`src/rtl/rf_wb_sched_pkg.sv`:
```
// ---------------------------------------------------------------------------
// rf_wb_sched_pkg
//   Shared CPU-level constants (register address width, data width, the zero
//   register) plus the types used by the RF write-port scheduler.
//   No ports: package only.
// ---------------------------------------------------------------------------
package rf_wb_sched_pkg;

  localparam int REG_AW = 5;
  localparam int XLEN   = 32;
  localparam int NREG   = 1 << REG_AW;

  localparam logic [REG_AW-1:0] REG_ZERO = '0;

  // One buffered RF write: destination register plus data.
  typedef struct packed {
    logic [REG_AW-1:0] addr;
    logic [XLEN-1:0]   data;
  } wr_req_t;

  // Which writer owns the RF write port in the current cycle.
  typedef enum logic [1:0] {
    GNT_NONE = 2'd0,
    GNT_WB   = 2'd1,
    GNT_FIFO = 2'd2
  } grant_sel_t;

endpackage

```
`src/rtl/rf_wb_sched_if.sv`:
```
// ---------------------------------------------------------------------------
// rf_wb_sched_if
//   Bundles every non-clock signal between the write-port scheduler and its
//   neighbours (WB stage, MDU issue/result, decode hazard lookup, RF port).
//   master : the CPU side driving requests and consuming acks / RF write.
//   slave  : the scheduler itself.
//   Signals:
//     wb_vld/wb_addr/wb_data, wb_rdy            WB write request / accept
//     mdu_iss/mdu_iss_rd, mdu_iss_rdy           MDU issue, marks rd pending
//     mdu_vld/mdu_addr/mdu_data, mdu_rdy        MDU result push / FIFO space
//     rs_addr/rt_addr, hz                       decode sources / stall
//     rf_wr/rf_a3/rf_wd                         RF write port
// ---------------------------------------------------------------------------
interface rf_wb_sched_if;
  import rf_wb_sched_pkg::*;

  logic              wb_vld;
  logic [REG_AW-1:0] wb_addr;
  logic [XLEN-1:0]   wb_data;
  logic              wb_rdy;

  logic              mdu_iss;
  logic [REG_AW-1:0] mdu_iss_rd;
  logic              mdu_iss_rdy;

  logic              mdu_vld;
  logic [REG_AW-1:0] mdu_addr;
  logic [XLEN-1:0]   mdu_data;
  logic              mdu_rdy;

  logic [REG_AW-1:0] rs_addr;
  logic [REG_AW-1:0] rt_addr;
  logic              hz;

  logic              rf_wr;
  logic [REG_AW-1:0] rf_a3;
  logic [XLEN-1:0]   rf_wd;

  modport master (
    output wb_vld, wb_addr, wb_data,
    output mdu_iss, mdu_iss_rd,
    output mdu_vld, mdu_addr, mdu_data,
    output rs_addr, rt_addr,
    input  wb_rdy, mdu_iss_rdy, mdu_rdy, hz,
    input  rf_wr, rf_a3, rf_wd
  );

  modport slave (
    input  wb_vld, wb_addr, wb_data,
    input  mdu_iss, mdu_iss_rd,
    input  mdu_vld, mdu_addr, mdu_data,
    input  rs_addr, rt_addr,
    output wb_rdy, mdu_iss_rdy, mdu_rdy, hz,
    output rf_wr, rf_a3, rf_wd
  );

endinterface

```
`src/rtl/rf_wb_sched_wb_fifo.sv`:
```
// ---------------------------------------------------------------------------
// wb_fifo
//   Small FIFO holding MDU results until the RF write port is free.
//   Ports:
//     clk, rstn      clock, asynchronous active-low reset
//     i_push         write i_pushEntry (ignored when full)
//     i_pushEntry    {addr, data} to store
//     i_pop          drop the head entry (ignored when empty)
//     o_full/o_empty occupancy flags, derived from registered pointers
//     o_head         oldest entry, valid when !o_empty
// ---------------------------------------------------------------------------
module wb_fifo
  import rf_wb_sched_pkg::*;
#(
  parameter int DEPTH = 2
) (
  input  logic    clk,
  input  logic    rstn,
  input  logic    i_push,
  input  wr_req_t i_pushEntry,
  input  logic    i_pop,
  output logic    o_full,
  output logic    o_empty,
  output wr_req_t o_head
);

  localparam int AW = $clog2(DEPTH);

  // Pointers carry one extra wrap bit so full and empty are distinguishable.
  logic [AW:0] r_wrPtr;
  logic [AW:0] r_rdPtr;
  wr_req_t     r_mem [DEPTH];

  logic w_doPush;
  logic w_doPop;

  assign o_empty  = (r_wrPtr == r_rdPtr);
  assign o_full   = (r_wrPtr[AW] != r_rdPtr[AW]) &&
                    (r_wrPtr[AW-1:0] == r_rdPtr[AW-1:0]);
  assign w_doPush = i_push && !o_full;
  assign w_doPop  = i_pop && !o_empty;
  assign o_head   = r_mem[r_rdPtr[AW-1:0]];

  always_ff @(posedge clk or negedge rstn) begin
    if (!rstn) begin
      r_wrPtr <= '0;
      r_rdPtr <= '0;
    end else begin
      if (w_doPush) r_wrPtr <= r_wrPtr + (AW+1)'(1);
      if (w_doPop)  r_rdPtr <= r_rdPtr + (AW+1)'(1);
    end
  end

  // Storage needs no reset: an entry is only observed after it was written.
  always_ff @(posedge clk) begin
    if (w_doPush) r_mem[r_wrPtr[AW-1:0]] <= i_pushEntry;
  end

endmodule

```
`src/rtl/rf_wb_sched.sv`:
```
// ---------------------------------------------------------------------------
// rf_wb_sched
//   Owns the single RF write port. The in-order WB stage normally wins; MDU
//   results are buffered in wb_fifo and drained when WB is idle, or forced
//   through after STARVE_MAX consecutive WB grants while results wait.
//   Also keeps a pending bit per register for in-flight MDU destinations,
//   used for decode hazard detection and to gate new MDU issues.
//   Ports:
//     clk, rstn   clock, asynchronous active-low reset
//     bus         rf_wb_sched_if.slave (WB, MDU, decode and RF signals)
// ---------------------------------------------------------------------------
module rf_wb_sched
  import rf_wb_sched_pkg::*;
#(
  parameter int DEPTH      = 2,
  parameter int STARVE_MAX = 4
) (
  input  logic          clk,
  input  logic          rstn,
  rf_wb_sched_if.slave  bus
);

  localparam int SW = $clog2(STARVE_MAX + 1);
  localparam logic [SW-1:0] STARVE_LIM = SW'(STARVE_MAX);

  logic [SW-1:0]     r_starveCnt;
  logic [NREG-1:0]   r_pending;

  logic              w_full;
  logic              w_empty;
  wr_req_t           w_head;
  wr_req_t           w_pushEntry;
  logic              w_push;
  logic              w_pop;
  logic              w_force;
  grant_sel_t        w_sel;
  logic              w_granted;
  logic [REG_AW-1:0] w_wrAddr;
  logic [XLEN-1:0]   w_wrData;
  logic              w_issRdy;
  logic              w_issAcc;
  logic [NREG-1:0]   w_setMask;
  logic [NREG-1:0]   w_clrMask;

  assign w_pushEntry = '{addr: bus.mdu_addr, data: bus.mdu_data};
  assign w_push      = bus.mdu_vld && !w_full;

  wb_fifo #(.DEPTH(DEPTH)) u_fifo (
    .clk         (clk),
    .rstn        (rstn),
    .i_push      (w_push),
    .i_pushEntry (w_pushEntry),
    .i_pop       (w_pop),
    .o_full      (w_full),
    .o_empty     (w_empty),
    .o_head      (w_head)
  );

  // MDU results never bypass the FIFO, so space is judged on the registered
  // count only; a pop in the same cycle does not free a slot early.
  assign bus.mdu_rdy = !w_full;

  assign w_force = !w_empty && (r_starveCnt == STARVE_LIM);

  always_comb begin
    w_sel = GNT_NONE;
    if (w_force)          w_sel = GNT_FIFO;
    else if (bus.wb_vld)  w_sel = GNT_WB;
    else if (!w_empty)    w_sel = GNT_FIFO;
  end

  assign w_pop      = (w_sel == GNT_FIFO);
  assign bus.wb_rdy = !w_force;

  always_comb begin
    w_granted = 1'b0;
    w_wrAddr  = '0;
    w_wrData  = '0;
    case (w_sel)
      GNT_WB: begin
        w_granted = 1'b1;
        w_wrAddr  = bus.wb_addr;
        w_wrData  = bus.wb_data;
      end
      GNT_FIFO: begin
        w_granted = 1'b1;
        w_wrAddr  = w_head.addr;
        w_wrData  = w_head.data;
      end
      default: ;
    endcase
  end

  // A write to r0 still consumes the grant but never reaches the RF.
  assign bus.rf_wr = w_granted && (w_wrAddr != REG_ZERO);
  assign bus.rf_a3 = w_wrAddr;
  assign bus.rf_wd = w_wrData;

  // Counts how long buffered results have been waiting behind WB.
  always_ff @(posedge clk or negedge rstn) begin
    if (!rstn) begin
      r_starveCnt <= '0;
    end else if (w_empty || w_pop) begin
      r_starveCnt <= '0;
    end else if ((w_sel == GNT_WB) && (r_starveCnt != STARVE_LIM)) begin
      r_starveCnt <= r_starveCnt + SW'(1);
    end
  end

  assign w_issRdy        = !r_pending[bus.mdu_iss_rd];
  assign bus.mdu_iss_rdy = w_issRdy;
  assign w_issAcc        = bus.mdu_iss && w_issRdy && (bus.mdu_iss_rd != REG_ZERO);

  assign w_setMask = w_issAcc ? (NREG'(1) << bus.mdu_iss_rd) : '0;
  assign w_clrMask = (w_pop && (w_head.addr != REG_ZERO)) ? (NREG'(1) << w_head.addr) : '0;

  // Set is applied after clear so a new issue to the register being retired
  // in the same cycle stays pending.
  always_ff @(posedge clk or negedge rstn) begin
    if (!rstn) begin
      r_pending <= '0;
    end else begin
      r_pending <= (r_pending & ~w_clrMask) | w_setMask;
    end
  end

  assign bus.hz = ((bus.rs_addr != REG_ZERO) && r_pending[bus.rs_addr]) ||
                  ((bus.rt_addr != REG_ZERO) && r_pending[bus.rt_addr]);

endmodule

```
`src/flat_wrapper.sv`:
```
// flat-port wrapper written by rule: the top's interface ports become plain ports
module rf_wb_sched_flat import rf_wb_sched_pkg::*;
#(
  parameter int DEPTH      = 2,
  parameter int STARVE_MAX = 4
)
  (clk, rstn, bus_wb_vld, bus_wb_addr, bus_wb_data, bus_mdu_iss, bus_mdu_iss_rd, bus_mdu_vld, bus_mdu_addr, bus_mdu_data, bus_rs_addr, bus_rt_addr, bus_wb_rdy, bus_mdu_iss_rdy, bus_mdu_rdy, bus_hz, bus_rf_wr, bus_rf_a3, bus_rf_wd);
  rf_wb_sched_if bus_i ();
  input  logic clk;
  input  logic rstn;
  input wire logic [$bits(bus_i.wb_vld)-1:0] bus_wb_vld;
  input wire logic [$bits(bus_i.wb_addr)-1:0] bus_wb_addr;
  input wire logic [$bits(bus_i.wb_data)-1:0] bus_wb_data;
  input wire logic [$bits(bus_i.mdu_iss)-1:0] bus_mdu_iss;
  input wire logic [$bits(bus_i.mdu_iss_rd)-1:0] bus_mdu_iss_rd;
  input wire logic [$bits(bus_i.mdu_vld)-1:0] bus_mdu_vld;
  input wire logic [$bits(bus_i.mdu_addr)-1:0] bus_mdu_addr;
  input wire logic [$bits(bus_i.mdu_data)-1:0] bus_mdu_data;
  input wire logic [$bits(bus_i.rs_addr)-1:0] bus_rs_addr;
  input wire logic [$bits(bus_i.rt_addr)-1:0] bus_rt_addr;
  output wire logic [$bits(bus_i.wb_rdy)-1:0] bus_wb_rdy;
  output wire logic [$bits(bus_i.mdu_iss_rdy)-1:0] bus_mdu_iss_rdy;
  output wire logic [$bits(bus_i.mdu_rdy)-1:0] bus_mdu_rdy;
  output wire logic [$bits(bus_i.hz)-1:0] bus_hz;
  output wire logic [$bits(bus_i.rf_wr)-1:0] bus_rf_wr;
  output wire logic [$bits(bus_i.rf_a3)-1:0] bus_rf_a3;
  output wire logic [$bits(bus_i.rf_wd)-1:0] bus_rf_wd;
  assign bus_i.wb_vld = bus_wb_vld;
  assign bus_i.wb_addr = bus_wb_addr;
  assign bus_i.wb_data = bus_wb_data;
  assign bus_i.mdu_iss = bus_mdu_iss;
  assign bus_i.mdu_iss_rd = bus_mdu_iss_rd;
  assign bus_i.mdu_vld = bus_mdu_vld;
  assign bus_i.mdu_addr = bus_mdu_addr;
  assign bus_i.mdu_data = bus_mdu_data;
  assign bus_i.rs_addr = bus_rs_addr;
  assign bus_i.rt_addr = bus_rt_addr;
  assign bus_wb_rdy = bus_i.wb_rdy;
  assign bus_mdu_iss_rdy = bus_i.mdu_iss_rdy;
  assign bus_mdu_rdy = bus_i.mdu_rdy;
  assign bus_hz = bus_i.hz;
  assign bus_rf_wr = bus_i.rf_wr;
  assign bus_rf_a3 = bus_i.rf_a3;
  assign bus_rf_wd = bus_i.rf_wd;
  rf_wb_sched #(.DEPTH(DEPTH), .STARVE_MAX(STARVE_MAX)) u_core (.clk(clk), .rstn(rstn), .bus(bus_i));
endmodule
```
`config.mk`:
```
export PLATFORM = sky130hd
export DESIGN_NAME = rf_wb_sched_flat
export DESIGN_NICKNAME = d
export VERILOG_FILES = /design/src/rtl/rf_wb_sched_pkg.sv /design/src/rtl/rf_wb_sched_if.sv /design/src/rtl/rf_wb_sched_wb_fifo.sv /design/src/rtl/rf_wb_sched.sv /design/src/flat_wrapper.sv
export SDC_FILE = /design/constraint.sdc
export NUM_CORES = 1
export LEC_CHECK = 0
export ABC_AREA = 1
export ABC_CLOCK_PERIOD_IN_PS = 5300
export CORE_ASPECT_RATIO = 0.8
export CORE_UTILIZATION = 29
export CTS_BUF_LIST = sky130_fd_sc_hd__clkbuf_4 sky130_fd_sc_hd__clkbuf_8
export DETAILED_ROUTE_END_ITERATION = 12
export GPL_ROUTABILITY_DRIVEN = 1
export PLACE_DENSITY_LB_ADDON = 0.2
export SETUP_SLACK_MARGIN = 0.15
export SLEW_MARGIN = 20
export SYNTH_ARGS = -nofsm -noshare
export SYNTH_HDL_FRONTEND = slang
export SYNTH_SLANG_ARGS = --single-unit
export TNS_END_PERCENT = 100
```
`constraint.sdc`:
```
create_clock -name clk -period 5.3 [get_ports clk]
set_clock_uncertainty 0.15 [all_clocks]
set_input_delay 1.06 -clock clk [delete_from_list [all_inputs] [get_ports clk]]
set_output_delay 1.06 -clock clk [all_outputs]
set_load 0.01 [all_outputs]
```
# Word level (Yosys, flattened, before mapping)

Memory sizes are Yosys's and may differ from the RTL's.
Index checks and enable logic that the tools add are counted.

Flip-flop bits (word level): 39
Memory bits (writable): 74
Bits of input ports: 94
Output and inout bits: 42
Word-level logic and storage cells: 66
Memories kept: 1

Memory list:

| name                | words | bits a word | read ports | clocked after memory_dff | write ports | RTL line                  | source |
|---|---|---|---|---|---|---|---|
| u_core.u_fifo.r_mem | 2     | 37          | 1          | 0                        | 1           | rf_wb_sched_wb_fifo.sv:32 | `wr_req_t r_mem [DEPTH];` |

Add/subtract/negate cells: 3
Order comparisons: 3
Equality and inequality tests: 7
Shift-type cells: 2
Multiplexer cells: 18
Bitwise logic cells: 3
Reductions and logical operators: 25

Operators with widths:

| operator                                            | number |
|---|---|
| two-way mux 32 bit                                  | 2 |
| one-hot mux 32 bit (2 select lines)                 | 1 |
| left shift 1 x 5 -> 32 bit (first input constant)   | 2 |
| AND 32 bit                                          | 1 |
| NOT 32 bit                                          | 1 |
| OR 32 bit                                           | 1 |
| nonzero test 5 bit                                  | 5 |
| < comparator 5 x 6 -> 1 bit (second input constant) | 3 |
| binary-select mux 1 bit (select 5 bit)              | 3 |
| logical AND 1 bit                                   | 12 |
| one-hot mux 5 bit (2 select lines)                  | 1 |
| two-way mux 1 bit                                   | 6 |
| two-way mux 2 bit                                   | 3 |
| two-way mux 3 bit                                   | 2 |
| adder 2 x 1 -> 2 bit (second input constant)        | 2 |
| logical NOT 1 bit                                   | 4 |
| adder 3 x 1 -> 3 bit (second input constant)        | 1 |
| == test 3 bit (second input constant)               | 1 |
| != test 3 bit (second input constant)               | 1 |
| == test 2 x 1 -> 1 bit (second input constant)      | 1 |
| == test 2 bit                                       | 1 |
| == test 2 bit (second input constant)               | 1 |
| logical OR 1 bit                                    | 2 |
| nonzero test 2 bit                                  | 1 |
| 3 further kinds                                     | 3 |

# Logic depth before layout (Yosys ltp)

Gate-level depths: netlist (run 1).

Word-level depth: 10
Gate-level depth with buffers: 13
Mapped depth without buffers: 12

# Modules after synthesis

From an unflattened synthesis (run 1), not the netlist that was laid out.

Cell total of the unflattened synthesis: 837
Area, all modules: 6488.7 um2

By module, submodules not included:

| module      | times used | cells an instance | area an instance (um2) | sequential area each (um2) |
|---|---|---|---|---|
| rf_wb_sched | 1          | 603               | 3540.9                 | 875.8 |
| wb_fifo     | 1          | 234               | 2947.8                 | 2322.2 |

# Worst setup path after synthesis (run 1)

Ideal clock, no wire load.

Kind: input port to output port
Start: input bus_wb_vld
End: output bus_rf_wr
Arrival: 2.265 ns
Data required time: 4.090 ns
Slack: 1.825 ns
Stages: 8
Path buffers: 0
Path through: a21oi_1 > ha_1 > inv_2 > nor2_1 > inv_1 > a21oi_1 > nor2_1 > nand3_1

Cells in the longest elaborated chain, start to end: 6
Elaborated cells on any way between the ends: 9
Classes of those cells: eq/ne (2); mux (4); reduce/logical (3)

RTL lines:

| item                                                    | RTL line           | source |
|---|---|---|
| start: declaration                                      | flat_wrapper.sv:11 | `input wire logic [$bits(bus_i.wb_vld)-1:0] bus_wb_vld;` |
| two-way mux 2 bit *                                     | rf_wb_sched.sv:68  | `else if (bus.wb_vld) w_sel = GNT_WB;` |
| two-way mux 2 bit *                                     | rf_wb_sched.sv:67  | `if (w_force) w_sel = GNT_FIFO;` |
| == test 2 bit or == test 2 x 1 -> 1 bit (tied branches) | rf_wb_sched.sv:79  | `case (w_sel)` |
| one-hot mux 5 bit (2 select lines) *                    | rf_wb_sched.sv:79  |  |
| named net bus_rf_a3[3]                                  | flat_wrapper.sv:26 | `output wire logic [$bits(bus_i.rf_a3)-1:0] bus_rf_a3;` |
| nonzero test 5 bit *                                    | rf_wb_sched.sv:95  | `assign bus.rf_wr = w_granted && (w_wrAddr != REG_ZERO);` |
| logical AND 1 bit *                                     | rf_wb_sched.sv:95  |  |
| end: declaration                                        | flat_wrapper.sv:25 | `output wire logic [$bits(bus_i.rf_wr)-1:0] bus_rf_wr;` |

The timed path passes the listed nets; every way through them passes the cells marked *.

# Worst setup path in the final report (run 1)

Start: input bus_wb_vld
End: output bus_rf_wd[22]

Cells in the longest elaborated chain, start to end: 4
Elaborated cells on any way between the ends: 5
Classes of those cells: eq/ne (2); mux (3)

RTL lines:

| item                                                    | RTL line           | source |
|---|---|---|
| two-way mux 2 bit *                                     | rf_wb_sched.sv:68  |  |
| two-way mux 2 bit *                                     | rf_wb_sched.sv:67  |  |
| == test 2 bit or == test 2 x 1 -> 1 bit (tied branches) | rf_wb_sched.sv:79  |  |
| one-hot mux 32 bit (2 select lines) *                   | rf_wb_sched.sv:79  |  |
| end: declaration                                        | flat_wrapper.sv:27 | `output wire logic [$bits(bus_i.rf_wd)-1:0] bus_rf_wd;` |

Every way passes the cells marked *; elsewhere a longest branch is shown, timed or not.

==> impl_table.tex, run 1 <==
\begin{tabular}{lr}
\hline
Metric & Value \\
\hline
\multicolumn{2}{l}{\textbf{Timing}} \\
Unrepaired setup endpoints after global routing & false \\
Highest clock rate & 0.221 GHz \\
Final critical delay including setup and external delays & 4.52 ns \\
Transition time at the pin with the least slew margin & 0.956 ns \\
Minimum setup slack in the final design & 0.784 ns \\
Total count of hold-check failures in the final report & 0 \\
Setup violation total in the final timing report & 0 \\
Max\_slew headroom & 0.362 \\
Number of max-slew violations in the final report & 0 \\
Setup TNS after final layout & 0 ns \\
Part of the cycle the worst path needs & 0.852 \\
\multicolumn{2}{l}{\textbf{Finish}} \\
Fill count & 2143 \\
Area taken by multi-input logic gates & 2680 µm² \\
Share of cells above drive strength 1 & 0.0724 \\
Area growth from synthesis to layout & 31.6\% \\
Core utilization of the finished layout & 0.396 \\
Total non-filler cell area in the finished layout & 8320 µm² \\
Sequential standard cell area & 3200 µm² \\
Final \#Nets & 1010 \\
\multicolumn{2}{l}{\textbf{Route}} \\
Number of DRC markers in iteration 0 & 399 \\
Number of nets still failing antenna checks after routing & 0 \\
Residual DRC & 0 \\
Total wire length after detailed routing & 18.9 mm \\
Per-cell routed wire length & 15.8 µm \\
Router iterations before antenna repair & 5 \\
Vias per cell & 4.78 \\
Via total after detailed routing & 5711 \\
\multicolumn{2}{l}{\textbf{Clock network}} \\
Number of sinks handled by clock tree synthesis & 113 \\
Cts bufs inserted & 17 \\
Number of levels the H-tree was split into & 4 \\
Clock input transition at the sequential cells of the worst setup and hold paths & 0.08 ns \\
Setup fix buffers added after clock tree synthesis & 0 \\
CTS Hold Bufs & 0 \\
Cts repair resizes & 0 \\
Number of buffers between clock root and the deepest sink & 2 \\
Buffer type at the clock tree root & sky130\_fd\_sc\_hd\_\_clkbuf\_8 \\
Skew-Pair Late Insertion Delay & 0.44 ns \\
CTS tree & built \\
\multicolumn{2}{l}{\textbf{Die}} \\
Area of the core region & 21000 µm² \\
Chip Height & 134 µm \\
Io pins & 136 \\
Area enclosed by the die boundary & 22400 µm² \\
Starting density of the core & 0.301 \\
Row Count & 47 \\
Die width & 167 µm \\
\multicolumn{2}{l}{\textbf{Logic synthesis}} \\
Post-synth net total & 886 \\
Post-synth design cell area & 6320 µm² \\
Yosys warnings & 0 \\
Distinct cells, synth & 38 \\
Number of cells produced by synthesis & 788 \\
Number of storage elements in the synthesis netlist & 113 \\
EDFF count, synth & 74 \\
FFs w/ async S/R, synth & 0.345 \\
Syn avg cell area & 8.02 µm² \\
Share of synthesized area occupied by flip-flops and latches & 0.506 \\
Synth Flop Type & sky130\_fd\_sc\_hd\_\_edfxtp\_1 \\
\multicolumn{2}{l}{\textbf{Setup path}} \\
Maximum fanout along the worst path & 34 \\
Reg2reg setup slack & 2.68 ns \\
Capture point of the worst path & bus\_rf\_wd[22] \\
Crit. End Element & primary output \\
CP startpoint & bus\_wb\_vld \\
Nature of the critical path startpoint & input pin \\
Worst setup path category & in2out \\
Launch point of the worst reg-to-reg path & u\_core.u\_fifo.r\_rdPtr[0] \\
Signal arrival time at the worst endpoint & 3.31 ns \\
Cell depth of the worst flop-to-flop path & 8 \\
Capture instance of the worst register-to-register path & u\_core.r\_pending[3] \\
Required time of the critical path & 4.09 ns \\
\multicolumn{2}{l}{\textbf{Worst hold path}} \\
Start point of the worst min-delay path & u\_core.r\_pending[0] \\
Class of the worst hold path & reg2reg \\
\multicolumn{2}{l}{\textbf{Global routing}} \\
GRT Residual Overflow & 0 \\
First-pass GRT wire length & 29.9 mm \\
Vias in the first global route & 5396 \\
Maximum number of pins on one net before global-route repair & 42 \\
Total Routing Usage GR & 0.174 \\
Number of antenna violations at the first check in global routing & 2 \\
\multicolumn{2}{l}{\textbf{Power}} \\
Maximum ir drop on the vdd rail & 0.197 mV \\
Power Total & 4040 µW \\
Power density cells & 486 nW/µm² \\
Static leakage & 0.00330 µW \\
\multicolumn{2}{l}{\textbf{Placed design}} \\
GP Congestion & 0.881 \\
Post-Place Worst Slack & 0.807 ns \\
Placed inst area & 7910 µm² \\
\# port buffers & 135 \\
HPWL reported at the end of detailed placement & 13.1 mm \\
\multicolumn{2}{l}{\textbf{Run status}} \\
Run status & finished, final reports clean \\
\multicolumn{2}{l}{\textbf{Run}} \\
MaxCap Viol Count & 0 \\
\hline
\end{tabular}
-- critical path: stages --
cell                              delay, ns
sky130_fd_sc_hd__clkdlybuf4s50_1       0.42
sky130_fd_sc_hd__a21oi_1               0.19
sky130_fd_sc_hd__ha_1                  0.36
sky130_fd_sc_hd__inv_2                 0.10
sky130_fd_sc_hd__buf_12                0.18
sky130_fd_sc_hd__nor2_1                0.11
sky130_fd_sc_hd__o21ai_0               0.15
sky130_fd_sc_hd__a21oi_1               0.16
sky130_fd_sc_hd__clkdlybuf4s50_1       0.55
-- final cells by class --
class                      instances  area share
sequential                       113       0.385
multi-input combinational        577       0.322
timing repair buffer             150       0.181
tap                              269      0.0405
clock buffer                      17      0.0281
inverter                          53      0.0251
clock inverter                    15      0.0179
antenna                            1    0.000301
-- cells by family after synthesis --
logic type | share of synthesized area
buffers and inverters | 0.0717
xor gates and xnor gates | 0.00693
and+or+nand+nor | 0.277
muxes | 0.00158
adders and majority gates | 0.00792
AOI/OAI and AO/OA | 0.129
DFF | 0.506
-- per-layer routing --
metal  part of all wire  GRT usage  up-vias  wire, µm
li1                   -          -     2896         -
met1               0.48      0.244     2604      9100
met2               0.42      0.248      185      7880
met3              0.081     0.0584       26      1530
met4              0.018     0.0602        0       340
met5                  0          0        -         0
-- cell usage in the layout, fill, tap and decap left out, types with 2 or more instances in the layout --
master,synthesis,routed
sky130_fd_sc_hd__edfxtp_1,74,74
sky130_fd_sc_hd__inv_6,0,6
sky130_fd_sc_hd__clkdlybuf4s50_1,0,134
sky130_fd_sc_hd__inv_1,46,46
sky130_fd_sc_hd__o21ai_0,72,72
sky130_fd_sc_hd__inv_8,1,3
sky130_fd_sc_hd__o211ai_1,5,5
sky130_fd_sc_hd__nand3_1,83,83
sky130_fd_sc_hd__clkinv_2,0,2
sky130_fd_sc_hd__nor4_1,5,5
sky130_fd_sc_hd__ha_1,4,4
sky130_fd_sc_hd__o31ai_1,9,9
sky130_fd_sc_hd__buf_4,2,11
sky130_fd_sc_hd__clkinv_1,2,2
sky130_fd_sc_hd__a22oi_1,2,2
sky130_fd_sc_hd__nor2_4,6,8
sky130_fd_sc_hd__o21ai_2,2,2
sky130_fd_sc_hd__nand2_2,3,3
sky130_fd_sc_hd__inv_2,3,3
sky130_fd_sc_hd__nand2_1,188,188
sky130_fd_sc_hd__clkbuf_8,0,17
sky130_fd_sc_hd__xor2_1,5,5
sky130_fd_sc_hd__nor2_1,123,122
sky130_fd_sc_hd__nor3_1,2,2
sky130_fd_sc_hd__nand3b_1,2,2
sky130_fd_sc_hd__buf_12,0,4
sky130_fd_sc_hd__clkinv_4,0,3
sky130_fd_sc_hd__a21oi_1,51,51
sky130_fd_sc_hd__or2_1,2,2
sky130_fd_sc_hd__dfrtp_1,39,39
sky130_fd_sc_hd__o21ai_1,7,7
-- worst min path at each step --
stage	to	cells past startpoint
floorplan	u_core.r_pending[0]	1
global placement	u_core.r_pending[0]	0
detailed placement	u_core.r_pending[0]	0
CTS	u_core.r_pending[0]	0
global route	u_core.r_pending[0]	0
finish	u_core.r_pending[0]	0
-- sequential cells by signal (all words and copies together) (netlist names) --
register,count
u_core.r_starveCnt,3
u_core.u_fifo.r_wrPtr,2
u_core.u_fifo.r_rdPtr,2
u_core.u_fifo.r_mem,74
u_core.r_pending,32
-- Yosys cell counts (6+ instances only) --
master	count	area share
sky130_fd_sc_hd__nand3_1	83	0.066
sky130_fd_sc_hd__dfrtp_1	39	0.15
sky130_fd_sc_hd__clkbuf_1	23	0.014
sky130_fd_sc_hd__edfxtp_1	74	0.35
sky130_fd_sc_hd__buf_6	6	0.011
sky130_fd_sc_hd__a21oi_1	51	0.040
sky130_fd_sc_hd__o31ai_1	9	0.011
sky130_fd_sc_hd__o21ai_1	7	0.0055
sky130_fd_sc_hd__nor2_4	6	0.011
sky130_fd_sc_hd__buf_2	8	0.0063
sky130_fd_sc_hd__inv_1	46	0.027
sky130_fd_sc_hd__nand2_1	188	0.11
sky130_fd_sc_hd__o21ai_0	72	0.057
sky130_fd_sc_hd__nor2_1	123	0.073
-- power breakdown --
| group | total (µW) | leakage [µW] | switching [µW] | internal (µW) |
|---|---|---|---|---|
| clock | 813 | 0.000196 | 428 | 385 |
| sequential | 1490 | 0.00117 | 209 | 1280 |
| combinational | 1740 | 0.00193 | 1080 | 668 |
-- metrics by stage --
stage	instances	hold WS, ns
2_1_floorplan	788	0.279
3_3_place_gp	1161	0.224
3_5_place_dp	1161	0.220
4_1_cts	1193	0.240
5_1_grt	1194	0.265
6_report	1195	0.236
(Power assumes the default switching activity.)
==> run 2, diff against run 1 <==
- CORE_ASPECT_RATIO: 0.8 -> 0.75
==> run 2 against run 1 <==
Net effect:
- flip-flop and latch count unchanged
- final cell count increased by 1.7%
- non-clock buffer count grew 2
- global-route usage grew 0.41 points
- sequential power barely moved
- hold slack got worse by 0.0065 ns
- via count increased by 0.79%
- core utilization shrank 0.43 points
- critical path type unchanged
- largest power group unchanged
- highest routed layer unchanged
==> impl_table.tex, run 2 (synthesis gave the netlist of run 1 again) <==
\begin{tabular}{lr}
\hline
Metric & Value \\
\hline
\multicolumn{2}{l}{\textbf{Clock network}} \\
Number of sinks handled by clock tree synthesis & 113 (unchanged) \\
CTS tree & built \\
Skew-Pair Late Insertion Delay & 0.44 ns (about the same) \\
CTS Hold Bufs & 0 (unchanged) \\
Number of buffers between clock root and the deepest sink & 2 (unchanged) \\
Cts bufs inserted & 17 (unchanged) \\
Number of levels the H-tree was split into & 4 (unchanged) \\
Cts repair resizes & 0 (unchanged) \\
Clock input transition at the sequential cells of the worst setup and hold paths & 0.08 ns (about the same) \\
Buffer type at the clock tree root & sky130\_fd\_sc\_hd\_\_clkbuf\_8 \\
Setup fix buffers added after clock tree synthesis & 0 (unchanged) \\
\multicolumn{2}{l}{\textbf{Run}} \\
MaxCap Viol Count & 0 (unchanged) \\
\multicolumn{2}{l}{\textbf{Route}} \\
Per-cell routed wire length & 15.6 µm (-0.97\%) \\
Number of DRC markers in iteration 0 & 550 (+38\%) \\
Vias per cell & 4.74 (-0.87\%) \\
Router iterations before antenna repair & 7 (+2) \\
Via total after detailed routing & 5756 (+0.79\%) \\
Total wire length after detailed routing & 19.0 mm (+0.69\%) \\
Number of nets still failing antenna checks after routing & 0 (unchanged) \\
Residual DRC & 0 (unchanged) \\
\multicolumn{2}{l}{\textbf{Power}} \\
Static leakage & 0.00329 µW (-0.29\%) \\
Sw Pwr & 1690 µW (-1.3\%) \\
Power Total & 3980 µW (-1.6\%) \\
Sequential group share of total power & 0.373 (+0.005) \\
Net switching share of the total power & 0.425 (+0.00164) \\
Combinational fraction of design power & 0.438 (+0.007) \\
Power density cells & 478 nW/µm² (-1.7\%) \\
Clock group share of total power & 0.188 (-0.013) \\
Maximum ir drop on the vdd rail & 0.206 mV (+4.3\%) \\
Internal cell power & 2290 µW (-1.9\%) \\
\multicolumn{2}{l}{\textbf{Finish}} \\
Number of cells in the finished layout apart from fillers & 1215 (+1.7\%) \\
Max FFs per register & 74 (unchanged) \\
Fill count & 2091 (-2.4\%) \\
Most common cell after layout, fill and taps aside & sky130\_fd\_sc\_hd\_\_nand2\_1 \\
Area growth from synthesis to layout & 31.7\% (about the same) \\
Area taken by multi-input logic gates & 2680 µm² (unchanged) \\
Commonest cells after routing, fill and taps aside & sky130\_fd\_sc\_hd\_\_nand2\_1, sky130\_fd\_sc\_hd\_\_clkdlybuf4s50\_1, sky130\_fd\_sc\_hd\_\_nor2\_1 \\
Sequential standard cell area & 3200 µm² (unchanged) \\
Final \#Nets & 1012 (+0.20\%) \\
Share of cells above drive strength 1 & 0.0744 (+0.00200) \\
Core utilization of the finished layout & 0.392 (-0.00432) \\
\# diodes & 0 (-1) \\
\multicolumn{2}{l}{\textbf{Die}} \\
Die width & 172 µm (+3.2\%) \\
Row Count & 46 (-2.1\%) \\
Io pins & 136 (unchanged) \\
Area of the core region & 21200 µm² (+1.2\%) \\
Area enclosed by the die boundary & 22400 µm² (about the same) \\
Chip Height & 130 µm (-3.1\%) \\
Starting density of the core & 0.297 (-0.00346) \\
\multicolumn{2}{l}{\textbf{Placed design}} \\
GP Congestion & 0.857 (-2.8\%) \\
Cell count after placement & 1182 (+1.8\%) \\
Post-Place Worst Slack & 0.633 ns (-0.174 ns) \\
HPWL reported at the end of detailed placement & 13.6 mm (+4.1\%) \\
\# port buffers & 135 (unchanged) \\
\multicolumn{2}{l}{\textbf{Global routing}} \\
GRT Residual Overflow & 0 (unchanged) \\
Total Routing Usage GR & 0.178 (+0.00411) \\
Maximum number of pins on one net before global-route repair & 42 (unchanged) \\
Number of antenna violations at the first check in global routing & 0 (-2) \\
First-pass GRT wire length & 29.9 mm (-0.14\%) \\
Vias in the first global route & 5332 (-1.2\%) \\
\multicolumn{2}{l}{\textbf{Setup path}} \\
Signal arrival time at the worst endpoint & 3.47 ns (+0.16 ns) \\
Worst setup path category & in2out \\
Nature of the critical path startpoint & input pin \\
Reg2reg setup slack & 2.63 ns (-0.05 ns) \\
Required time of the critical path & 4.09 ns (about the same) \\
Maximum fanout along the worst path & 12 (-65\%) \\
Crit. End Element & primary output \\
\multicolumn{2}{l}{\textbf{Timing}} \\
Unrepaired setup endpoints after global routing & false \\
Setup violation total in the final timing report & 0 (unchanged) \\
Transition time at the pin with the least slew margin & 1.00 ns (+0.0452 ns) \\
Final critical delay including setup and external delays & 4.68 ns (+0.159 ns) \\
Highest clock rate & 0.214 GHz (-3.4\%) \\
Max\_slew headroom & 0.331 (-0.0310) \\
Setup TNS after final layout & 0 ns (unchanged) \\
Minimum setup slack in the final design & 0.625 ns (-0.159 ns) \\
Number of max-slew violations in the final report & 0 (unchanged) \\
Part of the cycle the worst path needs & 0.882 (+0.0301) \\
Total count of hold-check failures in the final report & 0 (unchanged) \\
\multicolumn{2}{l}{\textbf{Worst hold path}} \\
Class of the worst hold path & reg2reg \\
\multicolumn{2}{l}{\textbf{Run status}} \\
Run status & finished, final reports clean \\
\hline
\end{tabular}
[run 2: metal layers]
| metal | track usage | vias to the layer above | share of wire |
|---|---|---|---|
| met5 | 0 | - | 0 |
| met4 | 0.0515 | 0 | 0.013 |
| met3 | 0.0422 | 18 | 0.061 |
| met2 | 0.278 | 175 | 0.46 |
| met1 | 0.245 | 2660 | 0.47 |
| li1 | - | 2903 | - |
[run 2: final cells by class]
cell class              count  area share
flip-flops and latches    113       0.384
multi-input cells         577       0.322
repair buffers            152       0.182
well taps                 288      0.0433
clock buffers              18      0.0290
inverters                  53      0.0251
clock inverters            14      0.0147
[run 2: power groups by stage]
stage               Sequential (µW)  Clock, µW  Combinational (µW)
global placement               1500          0                1750
finish                         1490        749                1740
floorplan                      1410          0                1080
CTS                            1480        768                1750
detailed placement             1500          0                1740
global route                   1510        812                1940
[run 2: metrics by stage]
stage          hold WS, ns  cell area, µm²
4_1_cts              0.234            8300
6_report             0.229            8320
2_1_floorplan        0.279            6320
3_3_place_gp         0.217            7940
3_5_place_dp         0.216            7940
5_1_grt              0.247            8320
[run 2: worst max-delay path, stage by stage]
cell                              delay (ns)
sky130_fd_sc_hd__clkdlybuf4s50_1        0.43
sky130_fd_sc_hd__a21oi_1                0.19
sky130_fd_sc_hd__ha_1                   0.38
sky130_fd_sc_hd__inv_2                  0.21
sky130_fd_sc_hd__nor2_1                 0.24
sky130_fd_sc_hd__inv_1                  0.11
sky130_fd_sc_hd__a21oi_1                0.17
sky130_fd_sc_hd__nor2_1                 0.06
sky130_fd_sc_hd__nand3_1                0.07
sky130_fd_sc_hd__clkdlybuf4s50_1        0.54
[run 2: path summary, 6_finish.rpt]
| kind | startpoint | to | cells past startpoint |
|---|---|---|---|
| hold reg to reg | u_core.r_pending[0] | u_core.r_pending[0] | 0 |
| hold / removal | u_core.r_pending[0] | u_core.r_pending[0] | 0 |
| max in group asynchronous | rstn | u_core.r_pending[24] | 1 |
| setup reg to reg | u_core.u_fifo.r_wrPtr[0] | u_core.r_pending[10] | 11 |
| min in group asynchronous | rstn | u_core.r_pending[2] | 1 |
| setup / recovery | bus_wb_vld | bus_rf_wr | 10 |
